==> src/rtl/beep_pkg.sv <==
// Shared beeper definitions: note periods at 100 MHz, sound-effect tone table,
// arbiter state encoding and small slot helpers used by the arbiter and music modules.
package beep_pkg;

   localparam int unsigned PERIOD_W = 20;

   localparam logic [PERIOD_W-1:0] C4  = 20'd382219;
   localparam logic [PERIOD_W-1:0] D4  = 20'd340530;
   localparam logic [PERIOD_W-1:0] E4  = 20'd303370;
   localparam logic [PERIOD_W-1:0] F4  = 20'd286344;
   localparam logic [PERIOD_W-1:0] G4  = 20'd255102;
   localparam logic [PERIOD_W-1:0] A4  = 20'd227273;
   // A fourteen octaves above A0 (~450 kHz), used as a near-ultrasonic click
   localparam logic [PERIOD_W-1:0] A14 = 20'd222;

   localparam logic [PERIOD_W-1:0] SFX_TONE [0:3] = '{A4, G4, E4, C4};

   typedef enum logic [1:0] {
      IDLE  = 2'd0,
      GRANT = 2'd1,
      PLAY  = 2'd2,
      GAP   = 2'd3
   } beep_state_e;

   function automatic logic [1:0] lowest_slot(input logic [3:0] v);
      logic [1:0] s;
      s = 2'd0;
      for (int i = 3; i >= 0; i--)
         if (v[i]) s = 2'(i);
      return s;
   endfunction

   function automatic logic [3:0] slot_onehot(input logic [1:0] s);
      return 4'b0001 << s;
   endfunction

   function automatic logic [3:0] below_mask(input logic [1:0] s);
      return slot_onehot(s) - 4'd1;
   endfunction

endpackage

==> src/rtl/beep_tone_gen.sv <==
// Square-wave tone generator: counts 0..period-1 and drives wave high for the
// upper half of the count, giving a 50 % duty cycle.
module beep_tone_gen
   import beep_pkg::*;
(
   input  logic                clk,
   input  logic                rst,
   input  logic                restart,
   input  logic                en,
   input  logic [PERIOD_W-1:0] period,
   output logic                wave
);

   logic [PERIOD_W-1:0] r_cnt;
   logic [PERIOD_W:0]   w_cnt_inc;

   assign w_cnt_inc = {1'b0, r_cnt} + (PERIOD_W+1)'(1);

   always_ff @(posedge clk or posedge rst) begin
      if (rst)
         r_cnt <= '0;
      else if (restart)
         r_cnt <= '0;
      else if (en)
         r_cnt <= (w_cnt_inc >= {1'b0, period}) ? '0 : w_cnt_inc[PERIOD_W-1:0];
   end

   // A zero period would otherwise read as permanently high
   assign wave = (period != '0) && (r_cnt >= (period >> 1));

endmodule

==> src/rtl/beep_arbiter.sv <==
// Sound-effect arbiter: grants one of four prioritised requests, plays its tone,
// then inserts a silent gap. Define BEEP_ARB_PREEMPT_EN to let higher-priority slots abort a play.
//
// state | meaning
// IDLE  | music passthrough, waiting for a pending request
// GRANT | one cycle: ack the slot, load duration, restart tone
// PLAY  | tone output for SFX_DUR_CYC cycles
// GAP   | silence for GAP_CYCLES cycles
module beep_arbiter
   import beep_pkg::*;
#(
   parameter int SFX_DUR_CYC      = 10_000_000,
   parameter int GAP_CYCLES       = 1_000_000,
   parameter int TONE_SCALE_SHIFT = 0
)(
   input  logic       clk,
   input  logic       rst,
   input  logic       mute,
   input  logic       music_beep,
   input  logic [3:0] sfx_req,
   output logic [3:0] sfx_ack,
   output logic [3:0] sfx_done,
   output logic       sfx_busy,
   output logic       beep
);

   localparam logic [31:0] DUR_LOAD = 32'(SFX_DUR_CYC - 1);
   localparam logic [31:0] GAP_LOAD = 32'(GAP_CYCLES - 1);

   beep_state_e         r_state;
   logic [31:0]         r_cnt;
   logic [1:0]          r_cur_slot;
   logic [3:0]          r_pending;
   logic [3:0]          r_ack;
   logic [3:0]          r_done;
   logic                r_beep;

   logic [3:0]          w_req;
   logic [3:0]          w_cand;
   logic [1:0]          w_cand_slot;
   logic [PERIOD_W-1:0] w_period;
   logic                w_wave;
   logic                w_play_last;
   logic                w_preempt;

   assign w_req       = mute ? 4'd0 : sfx_req;
   assign w_cand      = r_pending | w_req;
   assign w_cand_slot = lowest_slot(w_cand);
   assign w_period    = SFX_TONE[r_cur_slot] >> TONE_SCALE_SHIFT;
   assign w_play_last = (r_cnt == '0);

`ifdef BEEP_ARB_PREEMPT_EN
   // The last play cycle already carries the done pulse, so it is never aborted
   assign w_preempt = (r_state == PLAY) && !w_play_last
                      && ((w_cand & below_mask(r_cur_slot)) != 4'd0);
`else
   assign w_preempt = 1'b0;
`endif

   beep_tone_gen u_tone (
      .clk     (clk),
      .rst     (rst),
      .restart (r_state == GRANT),
      .en      (r_state == PLAY),
      .period  (w_period),
      .wave    (w_wave)
   );

   // The granted slot stays pending until its GRANT cycle so a same-cycle request re-arms it
   always_ff @(posedge clk or posedge rst) begin
      if (rst)
         r_pending <= '0;
      else if (mute)
         r_pending <= '0;
      else if (r_state == GRANT)
         r_pending <= (r_pending & ~slot_onehot(r_cur_slot)) | w_req;
      else
         r_pending <= r_pending | w_req;
   end

   always_ff @(posedge clk or posedge rst) begin
      if (rst) begin
         r_state    <= IDLE;
         r_cnt      <= '0;
         r_cur_slot <= '0;
         r_ack      <= '0;
         r_done     <= '0;
         r_beep     <= 1'b0;
      end else begin
         r_ack  <= '0;
         r_done <= '0;
         if (mute) begin
            r_state <= IDLE;
            r_cnt   <= '0;
            r_beep  <= 1'b0;
         end else begin
            case (r_state)
               IDLE: begin
                  if (w_cand != 4'd0) begin
                     r_state    <= GRANT;
                     r_cur_slot <= w_cand_slot;
                     r_ack      <= slot_onehot(w_cand_slot);
                     r_beep     <= 1'b0;
                  end else begin
                     r_beep <= music_beep;
                  end
               end
               GRANT: begin
                  r_state <= PLAY;
                  r_cnt   <= DUR_LOAD;
                  r_beep  <= 1'b0;
                  if (SFX_DUR_CYC == 1)
                     r_done <= slot_onehot(r_cur_slot);
               end
               PLAY: begin
                  if (w_preempt) begin
                     r_state    <= GRANT;
                     r_cur_slot <= w_cand_slot;
                     r_ack      <= slot_onehot(w_cand_slot);
                     r_beep     <= 1'b0;
                  end else if (w_play_last) begin
                     if (GAP_CYCLES == 0) begin
                        r_state <= IDLE;
                        r_beep  <= music_beep;
                     end else begin
                        r_state <= GAP;
                        r_cnt   <= GAP_LOAD;
                        r_beep  <= 1'b0;
                     end
                  end else begin
                     r_cnt  <= r_cnt - 32'd1;
                     r_beep <= w_wave;
                     if (r_cnt == 32'd1)
                        r_done <= slot_onehot(r_cur_slot);
                  end
               end
               GAP: begin
                  if (r_cnt == '0) begin
                     r_state <= IDLE;
                     r_beep  <= music_beep;
                  end else begin
                     r_cnt  <= r_cnt - 32'd1;
                     r_beep <= 1'b0;
                  end
               end
               default: begin
                  r_state <= IDLE;
                  r_beep  <= 1'b0;
               end
            endcase
         end
      end
   end

   assign sfx_ack  = r_ack;
   assign sfx_done = r_done;
   assign sfx_busy = (r_state != IDLE);
   assign beep     = r_beep;

endmodule

==> config.mk <==
export PLATFORM = sky130hd
export DESIGN_NAME = beep_arbiter
export DESIGN_NICKNAME = d
export VERILOG_FILES = /design/src/rtl/beep_pkg.sv /design/src/rtl/beep_tone_gen.sv /design/src/rtl/beep_arbiter.sv
export SDC_FILE = /design/constraint.sdc
export NUM_CORES = 1
export LEC_CHECK = 0
export BUFFER_PORTS_ARGS = -buffer_cell sky130_fd_sc_hd__buf_2
export CAP_MARGIN = 20
export CORE_ASPECT_RATIO = 1.4
export CORE_MARGIN = 2
export CORE_UTILIZATION = 36
export CTS_BUF_LIST = sky130_fd_sc_hd__clkbuf_4
export DETAILED_ROUTE_END_ITERATION = 7
export HOLD_SLACK_MARGIN = 0.06
export PLACE_DENSITY = 0.52
export SLEW_MARGIN = 20
export SYNTH_ARGS = -nofsm -noshare
export SYNTH_HDL_FRONTEND = slang
export SYNTH_SLANG_ARGS = --single-unit
==> constraint.sdc <==
create_clock -name clk -period 4.1 [get_ports clk]
set_input_delay 0.205 -clock clk [delete_from_list [all_inputs] [get_ports clk]]
set_output_delay 0.205 -clock clk [all_outputs]
set_load 0.01 [all_outputs]
After elaboration in Yosys (flattened, before gate mapping)

Index checks and enable logic that the tools add are counted.

Mux-type cells: 34
Reduce and logical (&&, ||, !) cells: 11
Shift-type cells: 2
Magnitude comparators: 3
Eq/ne operators: 8
$add $sub $neg: 2
Bitwise operators: 6

Operators by type and width:

| cell                                                  | count |
|---|---|
| two-way mux 20 bit                                    | 5 |
| two-way mux 32 bit                                    | 3 |
| case mux 32 bit (3 select lines)                      | 1 |
| binary-select mux 20 bit (select 2 bit)               | 1 |
| two-way mux 4 bit                                     | 10 |
| equality test 32 x 1 -> 1 bit (second input constant) | 1 |
| zero test 32 bit                                      | 1 |
| subtractor 32 x 1 -> 32 bit (second input constant)   | 1 |
| adder 20 x 1 -> 21 bit (second input constant)        | 1 |
| greater-or-equal comparator 21 x 20 -> 1 bit          | 1 |
| greater-or-equal comparator 20 x 19 -> 1 bit          | 1 |
| nonzero test 20 bit                                   | 1 |
| two-way mux 2 bit                                     | 8 |
| != test 3 bit (second input constant)                 | 4 |
| OR 4 bit                                              | 2 |
| case mux 2 bit (4 select lines)                       | 1 |
| nonzero test 4 bit                                    | 2 |
| left shift 1 x 2 -> 4 bit (first input constant)      | 2 |
| AND reduction 3 bit                                   | 2 |
| bitwise AND 4 bit                                     | 1 |
| equality test 2 bit (second input constant)           | 2 |
| two-way mux 1 bit                                     | 4 |
| inverter 4 bit                                        | 1 |
| case mux 1 bit (4 select lines)                       | 1 |
| other kinds (8)                                       | 9 |

Register bits after elaboration: 69
Output and inout port bits: 10

Longest topological paths before layout

Gate-level depths: netlist of the first run.

Depth in word-level cells: 10
Mapped depth: 15

Hierarchy

From an unflattened synthesis of the first run, not the netlist that was laid out.

Cell total of the unflattened synthesis: 619
Area total of the unflattened synthesis: 5440.2 µm²

By module, submodules not included:

| module        | sequential area each (µm²) | cells each | times used | area an instance (µm²) |
|---|---|---|---|---|
| beep_arbiter  | 1226.2                     | 334        | 1          | 3066.7 |
| beep_tone_gen | 500.5                      | 285        | 1          | 2373.5 |

Worst setup path after synthesis of the first run

No wires, ideal clock.

Kind: reg2reg
Start point: register u_tone.r_cnt[4]
End point: register u_tone.r_cnt[1]
Buffers on the path: 3
Required time: 3.979 ns
Slack: 0.763 ns
Arrival: 3.216 ns
Library setup time: 0.121 ns
Cell stages (with the launch flop): 16
Cells stage by stage: dfrtp_1 -> clkbuf_1 -> nand3_1 -> or4b_1 -> clkbuf_1 -> nor2_1 -> nand3_1 -> xnor2_1 -> ha_1 -> nand4_1 -> or3_1 -> nor4_1 -> a211oi_1 -> and3_1 -> buf_2 -> a22o_1

Word-level cells in the longest chain between the ends: 5

RTL lines:

| item                                         | line                | RTL |
|---|---|---|
| start: declaration                           | beep_tone_gen.sv:14 | `logic [PERIOD_W-1:0] r_cnt;` |
| start signal: assignment                     | beep_tone_gen.sv:25 | `r_cnt <= (w_cnt_inc >= {1'b0, period}) ? '0 : w_cnt_inc[PERIOD_W-1:0];` |
| adder 20 x 1 -> 21 bit                       | beep_tone_gen.sv:17 | `assign w_cnt_inc = {1'b0, r_cnt} + (PERIOD_W+1)'(1);` |
| greater-or-equal comparator 21 x 20 -> 1 bit | beep_tone_gen.sv:25 |  |
| two-way mux 20 bit                           | beep_tone_gen.sv:25 |  |
| two-way mux 20 bit                           | beep_tone_gen.sv:24 | `else if (en)` |
| two-way mux 20 bit                           | beep_tone_gen.sv:22 | `else if (restart)` |

Every way passes these cells. The select of a mux whose other input is x is not followed.
A chain may end at the register's enable or synchronous reset.

Worst setup path in the final report of the first run

Same ends and word-level chain as after synthesis.

==> results.toml, run 1 <==
[clock_network]
clock_latency_ps = 450
cts.htree.levels = 3
clockBufferDepth = 2
clock_sinks = 69
tritoncts = "built"
path_clk_slew_ps = 130
cts_buffers = 9
clock-root-buffer = "clkbuf_4"

[sta]
setup_viol = 0
slew_violations = 0
finalSetupTns_ps = 0
whs_ps = 134
rsz0062_at_grt = "no"
slew_headroom_pct = 42.9
max_freq_ghz = 0.262
layout_setup_ws_ps = 284
min_period_ps = 3820
worst_pin_slew_ps = 855
fin_skew_ps = 19.4
fin_crit_sh_pct = 93.1
finalHoldViolCount = 0

[synth]
netlist_instances = 542
synthFlopType = "dfrtp_1"
netlist_area_sq_um = 4890
async_reset_ff_share_pct = 100
yosys_warnings = 0
synth.distinct_cells = 67
synth_nets = 596
synth.avg_cell_area_sq_um = 9.02
synth-edff-count = 0
synth-seq-cells = 69
ys_seq_area_share_pct = 35.3

[pwr]
p_int_mw = 1.72
p_sw_mw = 1.43
power_density_nw_per_um2 = 583
swShare_pct = 45.3
pwr-share-seq_pct = 29.6
ir_drop_mv = 0.271
combPwrFrac_pct = 50.0
clock_power_share_pct = 20.4
p_leak_nw = 2.43

[grt]
met1_usage_pct = 23.3
grt_overflow_total = 0
met2_usage_pct = 35.9
busiest_layer = "met2"
grt_pass1_wl_mm = 22.2
antenna_found_initial = 1
grt_usage_pct = 19.8
grtUsageMet3_pct = 2.91
grt_pass1_vias = 4290
grt_max_degree = 43

[setup_path]
rr_worst_depth = 12
start_kind = "flop"
crit_type = "flop to flop"
critPathMaxFanout = 10
r2r_slack_ps = 280
cpMaxStageDelayCell = "or4b_1"
reg2reg_to = "u_tone.r_cnt[1]$_DFFE_PP0P_"
end_kind = "flop"
required_ps = 4460
cp_cell_sequence = "nand3_1 -> or4b_1 -> nor2_1 -> nand3_1 -> xnor2_1 -> ha_1 -> nand4_1 -> or3_1 -> nor4_1 -> a211oi_2 -> and3_2 -> a22o_1"
crit-reg2reg-launch = "u_tone.r_cnt[4]$_DFFE_PP0P_"
critPathMaxStageDelay_ps = 620
cpMostUsedCell = "nand3_1"
arrival_ps = 4170

[run]
maxCapViolCount = 0

[placed_design]
post-place-ws_ps = 132
gp_congestion = 0.854
port_buffers = 17
placed_cell_area_sq_um = 5140
hpwl_mm = 10.0

[final_layout]
area_growth_pct = 10.6
nets = 616
drive_gt1_share_pct = 13.4
final_common_cell = "dfrtp_1"
fill_cells = 1349
final_area_sq_um = 5410
final_cell_mix = "dfrtp_1 (68), a21oi_1 (48), ha_1 (46), nor2_1 (42), nand2_1 (38)"

[status]
outcome = "finished clean"

[floorplanning]
dieArea_sq_um = 14500
core-area_sq_um = 13300
die_h_microns = 142
initial_core_util_pct = 36.7
die_w_microns = 103
std_cell_rows = 50
ioPinCount = 18

[hold_path]
min_to = "beep$_DFF_PP0_"
hp-start = "music_beep"
hold_path.class = "primary input to flop"
holdPathStages = 4

[route]
drt_pass1_iterations = 4
routed_wl_mm = 13.6
detail_route.vias_per_cell = 5.76
postRouteAntennaNets = 0
vias = 4323
drc_errors = 0
dr.first_iter.drc_count = 153
drt-wirelength-per-cell_microns = 18.1
synth_stat cells, drive strengths merged (5+ instances only):
| master | n | area [sq um] |
|---|---|---|
| or3 | 14 | 87.6 |
| nand4 | 12 | 81.3 |
| a21oi | 48 | 240 |
| o21ai | 23 | 115 |
| nand2 | 38 | 143 |
| clkbuf | 11 | 41.3 |
| o2111ai | 5 | 43.8 |
| nor4 | 11 | 114 |
| a31oi | 12 | 75.1 |
| a22o | 10 | 87.6 |
| xnor2 | 9 | 78.8 |
| or4 | 12 | 103 |
| nand3 | 18 | 100 |
| o31ai | 6 | 45.0 |
| or2 | 12 | 75.1 |
| nor2 | 43 | 164 |
| ha | 46 | 576 |
| buf | 10 | 86.3 |
| nor3 | 18 | 95.1 |
| dfrtp | 69 | 1730 |
| xor2 | 5 | 43.8 |
| and4 | 5 | 43.8 |
| inv | 36 | 135 |
| mux2i | 7 | 70.1 |
sequential cells by signal, summed over array words and instances (netlist names):
| name | flops |
|---|---|
| r_cur_slot | 2 |
| beep | 1 |
| r_cnt | 32 |
| sfx_done | 4 |
| r_state | 2 |
| sfx_ack | 4 |
| u_tone.r_cnt | 20 |
| r_pending | 4 |
cell families after synthesis:
logic type      Yosys count  share of synthesized area (%)
simple gates            202                           23.5
compound gates          147                           20.2
flops                    69                           35.3
buf+inv                  57                           5.37
fa+ha+maj                46                           11.8
xor+xnor                 14                           2.51
mux                       7                           1.43
stage by stage:
stage               cells  power [mW]  utilization [%]
floorplan             542        2.06                -
global placement      728        2.49             38.5
detailed placement    728        2.52             38.5
CTS                   749        3.17             40.5
global route          750        3.40             40.6
finish                750        3.15             40.6
metal layers:
layer | vias up | wire length (microns)
met5 | - | 0
met4 | 0 | 281
met2 | 68 | 7370
li1 | 2068 | -
met1 | 2163 | 5560
met3 | 24 | 355
worst max-delay path, delay by kind of cell (launching register included):
kind / cells / cell delay, ps
AND/OR/NAND/NOR: 8 / 2250
AO/OA/AOI/OAI: 2 / 440
XOR/XNOR: 1 / 160
adder cells (fa/ha/maj): 1 / 320
flip-flops: 1 / 540
worst max path at each step:
| stage | from | to | cells after the start |
|---|---|---|---|
| after floorplan | u_tone.r_cnt[4]$_DFFE_PP0P_ | u_tone.r_cnt[1]$_DFFE_PP0P_ | 15 |
| after detailed placement | u_tone.r_cnt[1]$_DFFE_PP0P_ | u_tone.r_cnt[1]$_DFFE_PP0P_ | 13 |
| after global routing | u_tone.r_cnt[1]$_DFFE_PP0P_ | u_tone.r_cnt[1]$_DFFE_PP0P_ | 13 |
| after CTS | u_tone.r_cnt[1]$_DFFE_PP0P_ | u_tone.r_cnt[17]$_DFFE_PP0P_ | 13 |
| final | u_tone.r_cnt[4]$_DFFE_PP0P_ | u_tone.r_cnt[1]$_DFFE_PP0P_ | 12 |
| after global placement | u_tone.r_cnt[1]$_DFFE_PP0P_ | u_tone.r_cnt[1]$_DFFE_PP0P_ | 13 |
power by group through the flow:
stage | clock network [mW] | registers [mW] | logic, mW
floorplan | 0 | 0.903 | 1.15
global placement | 0 | 0.937 | 1.56
detailed placement | 0 | 0.942 | 1.57
CTS | 0.657 | 0.929 | 1.58
global route | 0.690 | 0.953 | 1.75
finish | 0.644 | 0.931 | 1.58
layout make-up:
cell class | count | area [sq um] | share of cell area (%)
multi-input cells | 416 | 2910 | 53.9
diodes | 1 | 2.50 | 0.0463
inverters | 36 | 135 | 2.50
flip-flops and latches | 69 | 1730 | 32.0
clock buffers | 9 | 67.6 | 1.25
clock inverters | 7 | 138 | 2.55
well taps | 182 | 228 | 4.21
repair buffers | 30 | 195 | 3.61
timing repair:
action                                  in CTS  in global routing
endpoints found under the setup margin       0                 15
hold buffers                                 5                  0
hold endpoints to repair                    44                  0
buffers inserted                             0                  0
resized for setup                            0                  4
(Power assumes the default switching activity.)
==> run 2: changes to the inputs <==
CTS_BUF_LIST = sky130_fd_sc_hd__clkbuf_4 sky130_fd_sc_hd__clkbuf_8 sky130_fd_sc_hd__clkbuf_16   (was sky130_fd_sc_hd__clkbuf_4)
==> results.toml, run 2 (synthesized netlist as in run 1, its figures left out) <==
[sta]
finalSetupTns_ps = 0
layout_setup_ws_ps = 240
slew_headroom_pct = 43.1
rsz0062_at_grt = "no"
worst_pin_slew_ps = 853
fin_skew_ps = 7.34
setup_viol = 0
max_freq_ghz = 0.259
slew_violations = 0
min_period_ps = 3860
fin_crit_sh_pct = 94.1
finalHoldViolCount = 0

[final_layout]
nets = 611
antenna_cells = 0
largest_reg_flops = 32
final_common_cell = "dfrtp_1"
final_cell_mix = "dfrtp_1 (69), a21oi_1 (48), ha_1 (46), nor2_1 (42), nand2_1 (38)"
top_regs = "r_cnt: 32 flops, u_tone.r_cnt: 20 flops"
area_growth_pct = 12.9
drive_gt1_share_pct = 13.5
fin_cells = 744
top_register = "r_cnt"

[placed_design]
dp_cells = 728
post-place-ws_ps = 132
hpwl_mm = 10.0
port_buffers = 17
gp_congestion = 0.854

[clock_network]
cts_buffers = 9
path_clk_slew_ps = 60
clock_latency_ps = 340
cts.htree.levels = 3
clock_sinks = 69
clockBufferDepth = 2
cts_hold_buf = 0
tritoncts = "built"
clock-root-buffer = "clkbuf_16"

[route]
routed_wl_mm = 13.4
detail_route.vias_per_cell = 5.80
drc_errors = 0
vias = 4312
drt_pass1_iterations = 4
dr.first_iter.drc_count = 173
drt-wirelength-per-cell_microns = 18.0
postRouteAntennaNets = 0

[grt]
grt_max_degree = 43
antenna_found_initial = 0
grt_usage_pct = 19.6
grt_pass1_vias = 4255
grt_overflow_total = 0
grt_pass1_wl_mm = 22.1

[setup_path]
crit_type = "flop to flop"
cpMaxStageDelayCell = "or4b_1"
cp_cell_sequence = "and4_1 -> or4b_1 -> nor2_1 -> nand3_1 -> xnor2_1 -> ha_1 -> nand4_1 -> or3_1 -> nor4_1 -> a211oi_2 -> and3_2 -> a22o_1"
cp.buffers_inverters = 0
worstSetupPathDepth = 12
rr_worst_depth = 12
critPathMaxStageDelay_ps = 580
required_ps = 4330
cpLargestDelayFamily = "simple AND/OR/NAND/NOR gates"
arrival_ps = 4090
end_kind = "flop"
start_kind = "flop"
critPathMaxFanout = 10

[pwr]
p_leak_nw = 2.48
ir_drop_mv = 0.262
power_density_nw_per_um2 = 631

[floorplanning]
core-area_sq_um = 13300
std_cell_rows = 50
die_h_microns = 142
initial_core_util_pct = 36.7
dieArea_sq_um = 14500
die_w_microns = 103
ioPinCount = 18

[hold_path]
hold_path.class = "primary input to async pin"

[status]
outcome = "finished clean"

[run]
maxCapViolCount = 0
==> run 2: cell count changes in the layout (fill, tap and decap cells not counted), sizes merged <==
| cell | change |
|---|---|
| clkbuf | +1 |
| clkinv | -1 |
| dlygate4sd3 | -5 |
| diode | -1 |
==> run 2: metrics by stage <==
step           utilization, %  power [mW]  hold WS (ps)  cell area, sq um
5_1_grt                  41.4        3.73          97.4              5520
3_3_place_gp             38.5        2.49           422              5140
3_5_place_dp             38.5        2.52           428              5140
4_1_cts                  41.3        3.51          70.5              5510
6_report                 41.4        3.49          33.0              5520
2_1_floorplan               -        2.06           278              4890
==> run 2: area by class of cell <==
class,instances,area [sq um]
Clock inverter,6,134
Clock buffer,10,239
Multi-Input combinational cell,416,2910
Timing Repair Buffer,25,145
Inverter,36,135
Sequential cell,69,1730
Tap cell,182,228
Fill cell,1334,7800
==> run 2: power by group <==
part | internal [mW] | switching [mW] | leakage [nW]
clock | 0.672 | 0.308 | 0.183
combinational | 0.562 | 1.01 | 1.38
sequential | 0.793 | 0.139 | 0.923
==> run 2: routing by layer <==
layer	part of all wire [%]	track usage, %
met4	2.3	7.44
met2	54	35.7
met3	2.9	1.87
met1	41	23.3
met5	0	0
==> run 2: final timing paths <==
check                                             from                     endpoint  slack, ps
max reg2reg                u_tone.r_cnt[6]$_DFFE_PP0P_  u_tone.r_cnt[1]$_DFFE_PP0P_        240
min in group clk                            sfx_req[0]         sfx_ack[1]$_DFF_PP0_         80
min reg2reg                     r_pending[0]$_DFF_PP0_         sfx_ack[1]$_DFF_PP0_        500
max                        u_tone.r_cnt[6]$_DFFE_PP0P_  u_tone.r_cnt[1]$_DFFE_PP0P_        240
max in group asynchronous                          rst        r_cnt[19]$_DFFE_PP0P_       3100
min                                                rst        sfx_done[2]$_DFF_PP0_         30
==> run 2: repair_timing <==
action	4_1_cts	5_1_grt
buffers inserted	0	0
setup endpoints to repair	0	15
endpoints found under the hold margin	0	0
resized for setup	0	3
